**src/rtl/osc_text_pkg.sv**
```systemverilog
// Shared types and character constants for the on-screen readout text formatters.
package osc_text_pkg;

    typedef enum logic {
        IDLE = 1'b0,
        SEND = 1'b1
    } txt_state_t;

    localparam logic [7:0] ASCII_SPACE = 8'h20;
    localparam logic [7:0] ASCII_ZERO  = 8'h30;
    localparam logic [7:0] ASCII_QMARK = 8'h3F;

    localparam int         BCD_DIGITS = 6;
    localparam logic [2:0] LAST_IDX   = 3'(BCD_DIGITS - 1);

    // Non-decimal nibbles render as '?' so a converter fault is visible on screen.
    function automatic logic [7:0] digit_char(input logic [3:0] nibble);
        return (nibble <= 4'd9) ? (ASCII_ZERO + {4'h0, nibble}) : ASCII_QMARK;
    endfunction

endpackage

```
**src/rtl/bcd_lead_zero_cnt.sv**
```systemverilog
// Counts leading zero nibbles of a six-digit packed BCD word, capped at five so
// that an all-zero word still shows its units digit.
module bcd_lead_zero_cnt
    import osc_text_pkg::*;
(
    input  logic [23:0] word,
    output logic [2:0]  lz
);

    logic [23:0] shifted;
    logic        done;

    // NOTE: every variable written here gets a default first, so no path can
    // leave one unassigned and infer a latch.
    always_comb begin
        lz      = 3'd0;
        done    = 1'b0;
        shifted = word;
        // Only the top five digits are examined; the units digit is never blanked.
        for (int k = 0; k < BCD_DIGITS - 1; k++) begin
            if (!done && shifted[23:20] == 4'h0) begin
                lz = lz + 3'd1;
            end else begin
                done = 1'b1;
            end
            shifted = shifted << 4;
        end
    end

endmodule

```
**src/rtl/bcd_text_streamer.sv**
```systemverilog
// Streams a six-digit packed BCD word as ASCII characters over a valid/ready
// link, with leading-zero blanking (fixed width) or suppression (variable width).
module bcd_text_streamer
    import osc_text_pkg::*;
#(
    parameter bit LEADING_BLANK = 1'b1
) (
    input  logic        clk,
    input  logic        rst,
    input  logic [23:0] bcd_in,
    input  logic        bcd_valid,
    output logic        bcd_ready,
    output logic [7:0]  char_data,
    output logic        char_valid,
    input  logic        char_ready,
    output logic        char_last
);

    txt_state_t  state_q, state_d;
    logic [23:0] word_q, word_d;
    logic [2:0]  idx_q, idx_d;
    logic [2:0]  lz_q, lz_d;
    logic [2:0]  lz_in;
    logic [7:0]  data_d;
    logic        valid_d, last_d;

    bcd_lead_zero_cnt u_lz (
        .word (bcd_in),
        .lz   (lz_in)
    );

    function automatic logic [3:0] nibble_at(input logic [23:0] w, input logic [2:0] i);
        case (i)
            3'd0:    return w[23:20];
            3'd1:    return w[19:16];
            3'd2:    return w[15:12];
            3'd3:    return w[11:8];
            3'd4:    return w[7:4];
            default: return w[3:0];
        endcase
    endfunction

    function automatic logic [7:0] char_for(input logic [23:0] w, input logic [2:0] i,
                                            input logic [2:0] lz);
        if (LEADING_BLANK && i < lz) return ASCII_SPACE;
        return digit_char(nibble_at(w, i));
    endfunction

    // Ready is the only combinational output; it is held low throughout reset.
    assign bcd_ready = (state_q == IDLE) && rst;

    always_comb begin
        state_d = state_q;
        word_d  = word_q;
        idx_d   = idx_q;
        lz_d    = lz_q;
        data_d  = char_data;
        valid_d = char_valid;
        last_d  = char_last;
        case (state_q)
            IDLE: begin
                if (bcd_valid) begin
                    word_d  = bcd_in;
                    lz_d    = lz_in;
                    idx_d   = LEADING_BLANK ? 3'd0 : lz_in;
                    data_d  = char_for(bcd_in, idx_d, lz_in);
                    valid_d = 1'b1;
                    last_d  = (idx_d == LAST_IDX);
                    state_d = SEND;
                end
            end
            SEND: begin
                if (char_ready) begin
                    if (char_last) begin
                        valid_d = 1'b0;
                        last_d  = 1'b0;
                        state_d = IDLE;
                    end else begin
                        idx_d  = idx_q + 3'd1;
                        data_d = char_for(word_q, idx_d, lz_q);
                        last_d = (idx_d == LAST_IDX);
                    end
                end
            end
            default: state_d = IDLE;
        endcase
    end

    // NOTE: state uses non-blocking assignments so every register samples the
    // pre-edge values; the reset clears all state, not only the control bits,
    // so a discarded number cannot leak into the next one.
    always_ff @(posedge clk) begin
        if (!rst) begin
            state_q    <= IDLE;
            word_q     <= '0;
            idx_q      <= '0;
            lz_q       <= '0;
            char_data  <= 8'h00;
            char_valid <= 1'b0;
            char_last  <= 1'b0;
        end else begin
            state_q    <= state_d;
            word_q     <= word_d;
            idx_q      <= idx_d;
            lz_q       <= lz_d;
            char_data  <= data_d;
            char_valid <= valid_d;
            char_last  <= last_d;
        end
    end

endmodule

```
**config.mk**
```make
export PLATFORM = sky130hd
export DESIGN_NAME = bcd_text_streamer
export DESIGN_NICKNAME = d
export VERILOG_FILES = /design/src/rtl/osc_text_pkg.sv /design/src/rtl/bcd_lead_zero_cnt.sv /design/src/rtl/bcd_text_streamer.sv
export SDC_FILE = /design/constraint.sdc
export NUM_CORES = 1
export LEC_CHECK = 0
export ABC_AREA = 1
export CORE_ASPECT_RATIO = 1.5
export CORE_MARGIN = 5
export CORE_UTILIZATION = 30
export DETAILED_ROUTE_END_ITERATION = 10
export GPL_TIMING_DRIVEN = 1
export PLACE_DENSITY = 0.49
export REMOVE_ABC_BUFFERS = 1
export SLEW_MARGIN = 20
export SYNTH_ARGS = -nofsm -noshare
export SYNTH_HDL_FRONTEND = slang
export SYNTH_SLANG_ARGS = --single-unit
```
**constraint.sdc**
```tcl
create_clock -name clk -period 2.3 [get_ports clk]
set_input_delay 0.23 -clock clk [delete_from_list [all_inputs] [get_ports clk]]
set_output_delay 0.23 -clock clk [all_outputs]
set_load 0.005 [all_outputs]
```
# Word level (Yosys, flattened, before mapping)
# Index checks and enable logic that the tools add are counted.
dict set report word_totals {
  regBits 41
  input_bits 28
  out_inout_bits 11
  elab_cells 96
}
dict set report op_classes {
  add_sub_neg 7
  order_cmp 4
  eq_ne 9
  n_mux 50
  n_bitwise 1
  reduce_logical 18
}
# operator count
set op_table {}
lappend op_table {{$mux 8} 7}
lappend op_table {{$mux 4} 7}
lappend op_table {{$mux 1} 21}
lappend op_table {{$mux 3} 7}
lappend op_table {{$logic_not 4->1} 5}
lappend op_table {{$pmux 4 s5} 1}
lappend op_table {{$pmux 8 s2} 1}
lappend op_table {{$add 3x1->3 const B} 5}
lappend op_table {{$add 6x4->7 const A} 2}
lappend op_table {{$mux 7} 2}
lappend op_table {{$le 4x4->1 const B} 2}
lappend op_table {{$ne 2x2->1 const B} 4}
lappend op_table {{$eq 3x2->1 const B} 2}
lappend op_table {{$eq 3x3->1 const B} 2}
lappend op_table {{$pmux 1 s2} 3}
lappend op_table {{$pmux 3 s2} 1}
lappend op_table {{$reduce_and 3->1} 2}
lappend op_table {{$logic_and 1x1->1} 5}
lappend op_table {{$reduce_and 2->1} 2}
lappend op_table {{$eq 3x1->1 const B} 1}
lappend op_table {{$logic_not 1->1} 3}
lappend op_table {{$logic_not 3->1} 1}
lappend op_table {{$lt 1x3->1 const A} 1}
lappend op_table {{$lt 3x3->1} 1}
lappend op_table {{$not 1->1} 1}

# Logic depth before layout (Yosys ltp)
dict set report depth {
  ltp_word 24
  ltp_mapped 15
  ltp_nobuf 15
}

# Modules after synthesis
# Synthesis repeated with hierarchy kept, for this count alone.
dict set report hier_totals {
  cells_unflattened 308
  hier_area_um2 2149.6
}
# mod n_inst cells_each area_per_inst_um2 seq_area_each_um2
set modules_own_cells {}
lappend modules_own_cells {bcd_text_streamer 1 265 1908.1 780.7}
lappend modules_own_cells {bcd_lead_zero_cnt 1 43 241.5 0.0}

# Worst setup path before layout
# No wires, ideal clock.
dict set report synth_timing {
  path_type {register -> register}
  start {register idx_q[0]}
  end {register char_data[0]}
  setup_ns 0.122
  t_arrival_ns 1.494
  required_ns 2.178
  slack_ns 0.684
  stages_incl_launch_ff 9
  path_buffers 0
  period_less_slack_ns 1.616
  cell_sequence {dfxtp_1 inv_1 ha_1 ha_1 a21oi_1 o21ai_1 and3_4 nand2_1 a21oi_2}
}
dict set report synth_between {
  elab_chain_cells 13
  elab_cells_between_ends 23
  classes_between {2 x add/sub; 2 x order compare; 4 x eq/ne; 14 x mux; 1 x reduce/logical}
}
# element line
set synth_lines {}
lappend synth_lines {{start, declared} bcd_text_streamer.sv:21} ;# logic [2:0] idx_q, idx_d;
lappend synth_lines {{start signal, assigned} bcd_text_streamer.sv:104} ;# idx_q <= idx_d;
lappend synth_lines {{$add 3x1->3 (*)} bcd_text_streamer.sv:79} ;# idx_d = idx_q + 3'd1;
lappend synth_lines {{$eq 3x3->1 (tied with other cells)} bcd_text_streamer.sv:33} ;# case (i)
lappend synth_lines {{$pmux 4 s5} bcd_text_streamer.sv:33}
lappend synth_lines {{$mux 4} bcd_text_streamer.sv:46} ;# return digit_char(nibble_at(w, i));
lappend synth_lines {{$mux 4} bcd_text_streamer.sv:74} ;# if (char_last) begin
lappend synth_lines {{$mux 4} bcd_text_streamer.sv:73} ;# if (char_ready) begin
lappend synth_lines {{$mux 4} bcd_text_streamer.sv:60} ;# case (state_q)
lappend synth_lines {{$add 6x4->7 or $le 4x4->1 (tied branches)} osc_text_pkg.sv:18} ;# return (nibble <= 4'd9) ? (ASCII_ZERO + {4'h0, nibble}) : ASCII_QMARK;
lappend synth_lines {{$mux 7} osc_text_pkg.sv:18}
lappend synth_lines {{$mux 8 (*)} bcd_text_streamer.sv:46}
lappend synth_lines {{$mux 8 (*)} bcd_text_streamer.sv:74}
lappend synth_lines {{$mux 8 (*)} bcd_text_streamer.sv:73}
lappend synth_lines {{$pmux 8 s2 (*)} bcd_text_streamer.sv:60}
lappend synth_lines {{end signal, assigned} bcd_text_streamer.sv:106} ;# char_data <= data_d;
lappend synth_lines {{end, declared} bcd_text_streamer.sv:13} ;# output logic [7:0] char_data,
# Every way passes the cells marked *; elsewhere a longest branch is shown, timed or not. The select of a mux whose other input is x is not followed.
# A chain may end at the register's enable or synchronous reset.

# Worst setup path after layout
dict set report layout_timing {
  start {input port bcd_in[18]}
  end {register lz_q[1]}
}
dict set report layout_between {
  elab_chain_cells 12
  elab_cells_between_ends 18
  classes_between {3 x add/sub; 7 x mux; 8 x reduce/logical}
}
# element line
set layout_lines {}
lappend layout_lines {{start, declared} bcd_text_streamer.sv:10} ;# input logic [23:0] bcd_in,
lappend layout_lines {{$logic_not 4->1 (*)} bcd_lead_zero_cnt.sv:21} ;# if (!done && shifted[23:20] == 4'h0) begin
lappend layout_lines {{$logic_and 1x1->1 (*)} bcd_lead_zero_cnt.sv:21}
lappend layout_lines {{branches (longest 9 deep; another with $add 3x1->3)} n/a}
lappend layout_lines {{$mux 3 (*)} bcd_lead_zero_cnt.sv:21}
lappend layout_lines {{end signal, assigned} bcd_text_streamer.sv:105} ;# lz_q <= lz_d;
lappend layout_lines {{end, declared} bcd_text_streamer.sv:22} ;# logic [2:0] lz_q, lz_d;
# Every way passes the cells marked *.

==> metrics.csv <==
stage,metric,value,unit
floorplanning,row_count,37,
setup_path,cp.arrival,2.22,ns
floorplanning,die_area,8800,sq um
floorplanning,die_x,78.3,um
synthesis,syn_avg_cell_area,7.09,sq um
floorplanning,initial_core_util,0.306,
setup_path,crit_type,in2reg,
drt,vias,1974,
clock_network,numCtsBuffers,5,
sta,finalCritPeriodShare,0.884,
drt,viasPerCell,4.79,
final_layout,fin_nets,369,
drt,first_iter_violations,122,
final_layout,final_cell_count_no_fill,412,
floorplanning,ios,39,
sta,final.min_clock_period,2.03,ns
final_layout,drive_above_1_share,0.120,
synthesis,synthDistinctLibCells,36,
place,portBuffers,36,
sta,setup_viol,0,
global_route,grt_pass1_vias,2000,
clock_network,tritoncts,done,
synthesis,synthTopCellsByArea,"dfxtp_1 (37%), nor2_1 (11%), o21ai_0 (7.6%), nand2_1 (6.4%), a21oi_1 (5.2%)",
global_route,grt_max_degree,33,
place,dp.final_hpwl,4240,um
clock_network,cts.sinks,39,
synthesis,syn_inst,296,
power,leakage,1.11,nW
clock_network,cts_resized,0,
run_status,status,"finished, final reports clean",
drt,first_pass_iters,4,
setup_path,cp.required,2.49,ns
place,dp_cells,404,
synthesis,yosys.area.top_type,dfxtp_1,
final_layout,area_growth,25.0,%
place,gp_congestion,0.808,
sta,rsz0062_at_grt,false,
sta,fmax,492,MHz
clock_network,htree_levels,2,
synthesis,ys_warn_count,0,
synthesis,yosysTopAreaCellShare,0.372,
final_layout,antenna_cells,0,
sta,hold_viol_final,0,
drt,final_antenna_net_count,0,
setup_path,endpoint_kind,flop,
sta,tns,0,ns
global_route,overflow,0,
sta,fin_skew,0.00506,ns
power,powerDensity,667,nW/um^2
final_layout,fillers,768,
sta,drv_slew,0,
clock_network,root_buffer,clkbuf_8,
clock_network,ctsHoldBuffers,0,
setup_path,start_kind,primary input,
setup_path,worstPathMaxFanout,2,
clock_network,worst_skew_pair.late_latency,0.28,ns
synthesis,syn_area,2100,sq um
global_route,grtUsageTotal,0.136,
drt,drc_errors,0,
drt,wl_per_cell,13.7,um
synthesis,synth-seq-area-share,0.372,
clock_network,clockBufferDepth,2,
drt,wl,5630,um
clock_network,clk_pin_slew,0.08,ns
synthesis,synth_seq_cells,39,
clock_network,post_cts_buffers,0,
min_path,hold_class,reg2reg,
global_route,grt_first_pass_wirelength,9490,um
global_route,antenna_found_initial,0,
power,ir_worst_vdd,0.000406,V
floorplanning,coreArea,6850,sq um
job,maxCapViolCount,0,
power,power,1.75,mW
floorplanning,fp.dieH,112,um
final_layout,final_util,0.383,
routing by layer:
metal / vias up / global-route usage / share of wire
met5: - / 0 / 0
met4: 0 / 0.0455 / 0.0099
met3: 4 / 0.0241 / 0.033
met2: 34 / 0.250 / 0.53
met1: 896 / 0.156 / 0.43
li1: 1040 / - / -
worst max-delay path, cell delays in order:
cell	delay, ns
clkdlybuf4s50_1	0.42
nor2_1	0.11
nand2_1	0.13
a21oi_1	0.20
nor2_1	0.08
ha_1	0.29
nor2_1	0.10
nor2_1	0.07
ha_1	0.27
a31oi_1	0.08
a221oi_1	0.25
cell usage after synthesis:
library cell and count:
nor2_1 62, dfxtp_1 39, nand2_1 36, o21ai_0 32, a21oi_1 22, inv_1 21, nand3_1 15, clkbuf_1 9
ha_1 8, inv_2 6, nand2_2 5, a21oi_2 4, nand4_1 4, a211oi_1 3, nand2_4 3, nor2_4 3
buf_2 2, buf_4 2, nand3_2 2, nor4_1 2, a221oi_1 1, a311oi_1 1, a31oi_1 1, and3_4 1
buf_6 1, clkinv_1 1, conb_1 1, nand4_4 1, nor2_2 1, nor3_1 1, o211ai_1 1, o21a_1 1
o21ai_1 1, o21ai_2 1, or2_1 1, xnor2_1 1
final timing paths:
| kind | slack, ns | cells past startpoint | endpoint | from |
|---|---|---|---|---|
| worst max-delay path | 0.27 | 11 | lz_q[1]$_SDFFE_PN0P_ | bcd_in[18] |
| worst max register to register | 0.32 | 14 | char_data[1]$_SDFFE_PN0P_ | idx_q[0]$_SDFFE_PN0P_ |
| worst min register to register | 0.46 | 2 | word_q[0]$_SDFFE_PN0P_ | word_q[0]$_SDFFE_PN0P_ |
| worst min-delay path | 0.46 | 2 | word_q[0]$_SDFFE_PN0P_ | word_q[0]$_SDFFE_PN0P_ |
sequential cells by signal (all words and copies together) (netlist names):
register and count:
char_valid 1, state_q 1, char_last 1, idx_q 3, char_data 6, word_q 24, lz_q 3
final cells by class:
class	instances	area, sq um	area share
sequential	39	781	0.298
inverter	28	105	0.0401
timing repair buffer	43	413	0.157
tap	78	97.6	0.0372
clock buffer	7	76.3	0.0291
clock inverter	1	5.00	0.00191
multi-input combinational	216	1150	0.437
where the power goes:
| part | switching [mW] | internal [mW] |
|---|---|---|
| sequential | 0.0367 | 0.742 |
| clock | 0.241 | 0.213 |
| combinational | 0.299 | 0.218 |
logic make-up after synthesis:
kind of cell | after synthesis | share of synthesized area
flip-flops | 39 | 0.372
buffers and inverters | 42 | 0.0835
other | 1 | 0.00179
AND/OR/NAND/NOR | 137 | 0.309
XOR/XNOR | 1 | 0.00417
adder cells (fa/ha/maj) | 8 | 0.0477
AO/OA/AOI/OAI | 68 | 0.181
per-stage QoR:
step	cell area [sq um]	worst slack (ns)	hold slack, ns
after CTS	2620	0.273	0.474
final	2620	0.267	0.465
after floorplan	2030	0.302	0.348
after global routing	2620	0.0588	0.488
after global placement	2540	0.0219	0.449
after detailed placement	2540	-0.0519	0.461
cell usage in the layout (no fill, tap or decap), types with 5 or more instances in the layout:
cell type        instances
o21ai_0                 32
buf_4                    7
clkbuf_8                 5
clkdlybuf4s50_1         36
dfxtp_1                 39
ha_1                     8
nand3_1                 15
inv_2                    6
a21oi_1                 22
nor2_1                  62
nand2_1                 36
nand2_2                  5
inv_1                   21
Power figures use the tool's default switching activity.
